**src/rtl/spike_packer.sv**
```systemverilog
// rtl/spike_packer.sv - packs per-group 4-bit spike bins into 16-bit words behind a small FIFO,
// and publishes a per-timestep active-group mask, a frame-done pulse and a timestep count.
module spike_packer #(
  parameter int CHANNELS   = 128,
  parameter int FIFO_DEPTH = 8,
  parameter int TS_W       = 16
) (
  input  logic                  clk,
  input  logic                  rst,
  input  logic [3:0]            spike_bin,
  input  logic                  valid_bin,
  input  logic                  active_group_out_bin,
  input  logic                  flush,
  input  logic                  clr_ovf,
  output logic [15:0]           o_word,
  output logic                  o_last,
  output logic                  o_valid,
  input  logic                  i_ready,
  output logic [CHANNELS/4-1:0] o_active_mask,
  output logic                  o_frame_done,
  output logic [TS_W-1:0]       o_timestep,
  output logic                  o_overflow
);
  localparam int GROUPS = CHANNELS / 4;
  localparam int GW     = $clog2(GROUPS);
  localparam int AW     = $clog2(FIFO_DEPTH);
  localparam logic [GW-1:0] LAST_GRP = GW'(GROUPS - 1);
  localparam logic [AW:0]   DEPTH_C  = (AW + 1)'(FIFO_DEPTH);

  logic [1:0]        nib_cnt;
  logic [GW-1:0]     grp_cnt;
  logic [11:0]       shreg;
  logic [GROUPS-1:0] acc_mask;
  logic [GROUPS-1:0] mask_full;

  logic [16:0]       mem [FIFO_DEPTH];
  logic [AW-1:0]     rd_ptr;
  logic [AW-1:0]     wr_ptr;
  logic [AW:0]       count;

  logic beat, word_done, frame_end, pop, push, drop;

  // A flushed beat is discarded entirely, so it neither packs nor completes anything.
  always_comb begin
    beat      = valid_bin & ~flush;
    word_done = beat & (nib_cnt == 2'd3);
    frame_end = beat & (grp_cnt == LAST_GRP);
    o_valid   = (count != '0);
    pop       = o_valid & i_ready;
    push      = word_done & ((count < DEPTH_C) | pop);
    drop      = word_done & ~push;
    mask_full = acc_mask;
    mask_full[grp_cnt] = active_group_out_bin;
    o_word    = o_valid ? mem[rd_ptr][15:0] : 16'h0000;
    o_last    = o_valid ? mem[rd_ptr][16]   : 1'b0;
  end

  always_ff @(posedge clk) begin
    if (push) mem[wr_ptr] <= {(grp_cnt == LAST_GRP), spike_bin, shreg};
  end

  always_ff @(posedge clk or negedge rst) begin
    if (!rst) begin
      nib_cnt       <= '0;
      grp_cnt       <= '0;
      shreg         <= '0;
      acc_mask      <= '0;
      rd_ptr        <= '0;
      wr_ptr        <= '0;
      count         <= '0;
      o_active_mask <= '0;
      o_frame_done  <= 1'b0;
      o_timestep    <= '0;
      o_overflow    <= 1'b0;
    end else begin
      o_frame_done <= frame_end;
      if (frame_end) begin
        o_active_mask <= mask_full;
        o_timestep    <= o_timestep + TS_W'(1);
      end
      if (drop)         o_overflow <= 1'b1;
      else if (clr_ovf) o_overflow <= 1'b0;

      if (flush) begin
        nib_cnt  <= '0;
        grp_cnt  <= '0;
        shreg    <= '0;
        acc_mask <= '0;
        rd_ptr   <= '0;
        wr_ptr   <= '0;
        count    <= '0;
      end else begin
        if (beat) begin
          nib_cnt <= nib_cnt + 2'd1;
          case (nib_cnt)
            2'd0:    shreg[3:0]  <= spike_bin;
            2'd1:    shreg[7:4]  <= spike_bin;
            2'd2:    shreg[11:8] <= spike_bin;
            default: ;
          endcase
          if (frame_end) begin
            grp_cnt  <= '0;
            acc_mask <= '0;
          end else begin
            grp_cnt  <= grp_cnt + GW'(1);
            acc_mask <= mask_full;
          end
        end
        if (push) wr_ptr <= wr_ptr + AW'(1);
        if (pop)  rd_ptr <= rd_ptr + AW'(1);
        count <= count + (AW + 1)'(push) - (AW + 1)'(pop);
      end
    end
  end
endmodule

```
**config.mk**
```make
export PLATFORM = sky130hd
export DESIGN_NAME = spike_packer
export DESIGN_NICKNAME = d
export VERILOG_FILES = /design/src/rtl/spike_packer.sv
export SDC_FILE = /design/constraint.sdc
export NUM_CORES = 1
export LEC_CHECK = 0
export CAP_MARGIN = 40
export CELL_PAD_IN_SITES_DETAIL_PLACEMENT = 0
export CELL_PAD_IN_SITES_GLOBAL_PLACEMENT = 1
export CORE_UTILIZATION = 46
export CTS_CLUSTER_DIAMETER = 120
export CTS_CLUSTER_SIZE = 28
export DETAILED_ROUTE_END_ITERATION = 8
export GPL_TIMING_DRIVEN = 0
export PLACE_DENSITY_LB_ADDON = 0.2
export SETUP_SLACK_MARGIN = 0.02
export SLEW_MARGIN = 5
export SYNTH_ARGS = -nofsm -noshare
export SYNTH_HDL_FRONTEND = slang
export SYNTH_SLANG_ARGS = --single-unit
export TNS_END_PERCENT = 100
```
**constraint.sdc**
```tcl
create_clock -name clk -period 3.6 [get_ports clk]
set_input_delay 1.08 -clock clk [delete_from_list [all_inputs] [get_ports clk]]
set_output_delay 1.08 -clock clk [all_outputs]
set_load 0.05 [all_outputs]
```
==> summary.txt <==
Outcome
  • Outcome: finished, final reports clean

Finish
  • Design area: ~0.012 mm2
  • Post-Route Utilization: ~54%
  • Area Overhead vs Synth: 15.16%
  • Share of cells above drive strength 1: 14.58%
  • Inserted Diodes: 0
  • Final nets: 887

GRT
  • Number of global-route vias before repair: 6664
  • Overflow left after global routing: 0
  • Initial antenna violation count: 0
  • First-pass GRT wire length: approximately 37 mm
  • Largest net degree at the start of global routing: 78
  • Gr usage total: ~20%

Route
  • DR vias/cell: 5.572
  • # DRC: 0
  • Final antenna-violating net count: 0
  • Via count: 6402
  • Post-DR wirelength/cell: 20.02 um
  • DRT Pass-1 Iters: 4
  • WL final: about 23 mm
  • Initial drt markers: around 380

Synthesis
  • Syn_area_per_cell: 14.05 um2
  • Syn Inst Count: 757
  • Number of distinct library cells after synthesis: 47
  • Mapped Nets: 786
  • Post-synthesis sequential area ratio: 64.51%
  • Yosys warns: 0
  • Dominant cells by area after synthesis: edfxtp_1, dfrtp_1, mux4_2, mux2i_1, nand2_1
  • Ys async rst share: 44.94%
  • Post-synth EDFFs: 136
  • Top FF cell, synth: edfxtp_1
  • Yosys top cell by area: edfxtp_1
  • Post-synth top area share: 38.40%
  • Synthesized area: approximately 0.011 mm2
  • Post-synthesis register bit count: 247

Timing
  • Final hold viol count: 0
  • Post-route setup TNS: 0 ns
  • Max-slew violation count: 0
  • Peak Freq: 0.2869 GHz
  • Max_slew headroom: approximately 48%
  • Final setup vio count: 0
  • Worst setup margin: 0.1148 ns
  • RSZ-0062 raised after global routing: yes
  • Worst-Margin Slew: ~0.8 ns
  • Final setup skew: 0.02533 ns
  • Final period demand of the worst path: between 3 and 4 ns
  • Period utilisation layout: 96.81%

Pwr
  • LEAKAGE: approximately 4.6 nW
  • Power share of the combinational group: between 20% and 30%
  • Internal Pwr Total: between 0.004 and 0.005 W
  • Power Dens Cells: 527.0 mW/mm2
  • Switching part of the total power: 32.71%
  • P_sw: 0.002112 W
  • Worst VDD drop: roughly 0.29 mV
  • Seq pwr share: between 40 and 50%
  • Clock group share of total power: 23.9%

Die
  • Num ports: 79
  • Die H: 154.1 um
  • Total die area: 0.02373 mm2
  • Die X-Extent: between 150 and 200 um
  • Row cnt: 55
  • Core area: about 0.023 mm2
  • Effective utilization at floorplan: 46.98%

Place
  • Worst slack, placed: -0.1905 ns
  • Cell area after placement: 0.01195 mm2
  • IO Port Bufs: 77
  • Detailed Place HPWL: 15.90 mm
  • GP Congestion: just under 0.8

Clock tree
  • CTS clk-pin slew, worst paths: 0.11 ns
  • CTS root buffer: clkbuf_16
  • Clk sinks: between 200 and 250
  • Cts bufs inserted: 12
  • H-tree levels: 1
  • CTS Hold Bufs: 0
  • Post-CTS Setup Bufs: 0
  • Clk buf depth: 3
  • Clk_lat worst skew: 0.49 ns
  • CTS tree: built

Critical path
  • Setup crit start kind: flip-flop
  • Max Fanout on Critical Path: 10
  • Worst EP arrival: roughly 2.4 ns
  • WS Path Type: reg -> out
  • Required time worst endpoint: 2.52 ns
  • CP Capture Type: output port

Worst hold path
  • Hold WC Path Type: reg -> reg

Run
  • Reported max-cap violation count: 0
## state kept, by name, indices dropped and copies added, names as in the netlist
name / count
o_active_mask: 32
shreg: 12
mem: 136
count: 4
grp_cnt: 5
rd_ptr: 3
o_timestep: 16
o_overflow: 1
acc_mask: 32
wr_ptr: 3
nib_cnt: 2
o_frame_done: 1
## worst paths after layout
check                                from           endpoint  slack (ns)  depth (start not counted)
min                        o_timestep[15]     o_timestep[15]        0.48                          1
max in group asynchronous             rst  o_active_mask[28]        2.43                          2
min in group asynchronous             rst           shreg[6]        0.49                          1
max                             rd_ptr[0]         o_word[14]        0.11                          6
min reg2reg                o_timestep[15]     o_timestep[15]        0.48                          1
max reg2reg                      count[3]          mem[1][1]        0.90                          7
## power groups by stage
stage	Clock, W	Combinational [W]	Sequential (W)
finish	0.00155	0.00184	0.00307
global route	0.00168	0.00197	0.00307
CTS	0.00159	0.00192	0.00307
detailed placement	0	0.00197	0.00313
global placement	0	0.00193	0.00312
floorplan	0	0.00138	0.00311
## worst max-delay path, stage by stage (launching register included)
cell	delay, ns
dfrtp_1	0.40
buf_6	0.18
buf_6	0.22
mux4_2	0.51
mux2i_1	0.21
nor2_1	0.06
clkdlybuf4s15_2	0.33
## through the flow
| stage | cells | total power, W | hold WS (ns) |
|---|---|---|---|
| global placement | 1119 | 0.005052 | 0.4624 |
| floorplan | 757 | 0.004499 | 0.4596 |
| finish | 1149 | 0.006455 | 0.4818 |
| global route | 1149 | 0.006719 | 0.4970 |
| detailed placement | 1129 | 0.005102 | 0.4670 |
| CTS | 1149 | 0.006574 | 0.4850 |
## cell usage in the layout, fill, tap and decap left out, types with 16 or more instances in the layout
master / synthesis / layout
o21ai_1: 23 / 23
a22o_1: 21 / 21
dfrtp_1: 111 / 111
clkdlybuf4s50_1: 0 / 59
ha_1: 17 / 17
nand2_1: 68 / 68
mux4_2: 27 / 27
xnor2_1: 16 / 16
buf_2: 15 / 19
clkbuf_1: 13 / 16
mux2i_1: 46 / 45
nand3_1: 31 / 31
inv_1: 25 / 25
o21ai_0: 38 / 38
edfxtp_1: 136 / 136
a21oi_1: 30 / 30
nor2_1: 48 / 42
## kinds of logic (layout without fill, tap and decap cells)
group	count (synthesis)	after routing	synth area share, %
mux	80	80	11.78
fa+ha+maj	18	18	2.188
compound gates	133	133	7.446
simple gates	194	194	9.293
xor+xnor	20	20	1.647
buf+inv	65	172	3.141
flops	247	247	64.51
## Yosys cell counts, types with 5 or more instances
| cell type | instances |
|---|---|
| nor2_4 | 6 |
| xnor2_1 | 16 |
| nand2_1 | 68 |
| dfrtp_1 | 111 |
| buf_6 | 8 |
| o21ai_0 | 38 |
| o22ai_1 | 13 |
| and3_1 | 6 |
| mux2i_1 | 46 |
| mux4_2 | 27 |
| a21oi_1 | 30 |
| o21ai_1 | 23 |
| inv_1 | 25 |
| buf_2 | 15 |
| nand3_1 | 31 |
| mux4_1 | 7 |
| clkbuf_1 | 13 |
| a22o_1 | 21 |
| nand2b_1 | 8 |
| ha_1 | 17 |
| nand4_1 | 5 |
| edfxtp_1 | 136 |
| nor2_1 | 48 |
## layer usage
metal | GRT usage, % | up-vias | routed length, um
li1 | - | 2980 | -
met1 | 27.91 | 3276 | 10290
met2 | 34.63 | 119 | 11470
met3 | 1.973 | 27 | 844
met4 | 4.714 | 0 | 394
met5 | 0 | - | 0
## cell type report
| cell class | instances | area [um2] |
|---|---|---|
| plain buffers | 40 | 257.7 |
| multi-input cells | 445 | 3471 |
| flip-flops and latches | 247 | 6862 |
| well taps | 285 | 356.6 |
| clock inverters | 1 | 6.256 |
| repair buffers | 87 | 854.6 |
| inverters | 25 | 93.84 |
| clock buffers | 19 | 347.8 |
| fillers | 1887 | 10390 |
## what timing repair did
action / 4_1_cts / 5_1_grt
resized for setup: 40 / 33
gates cloned: 0 / 0
setup endpoints to repair: 17 / 17
Note: power is estimated with default switching activity, not from simulation.
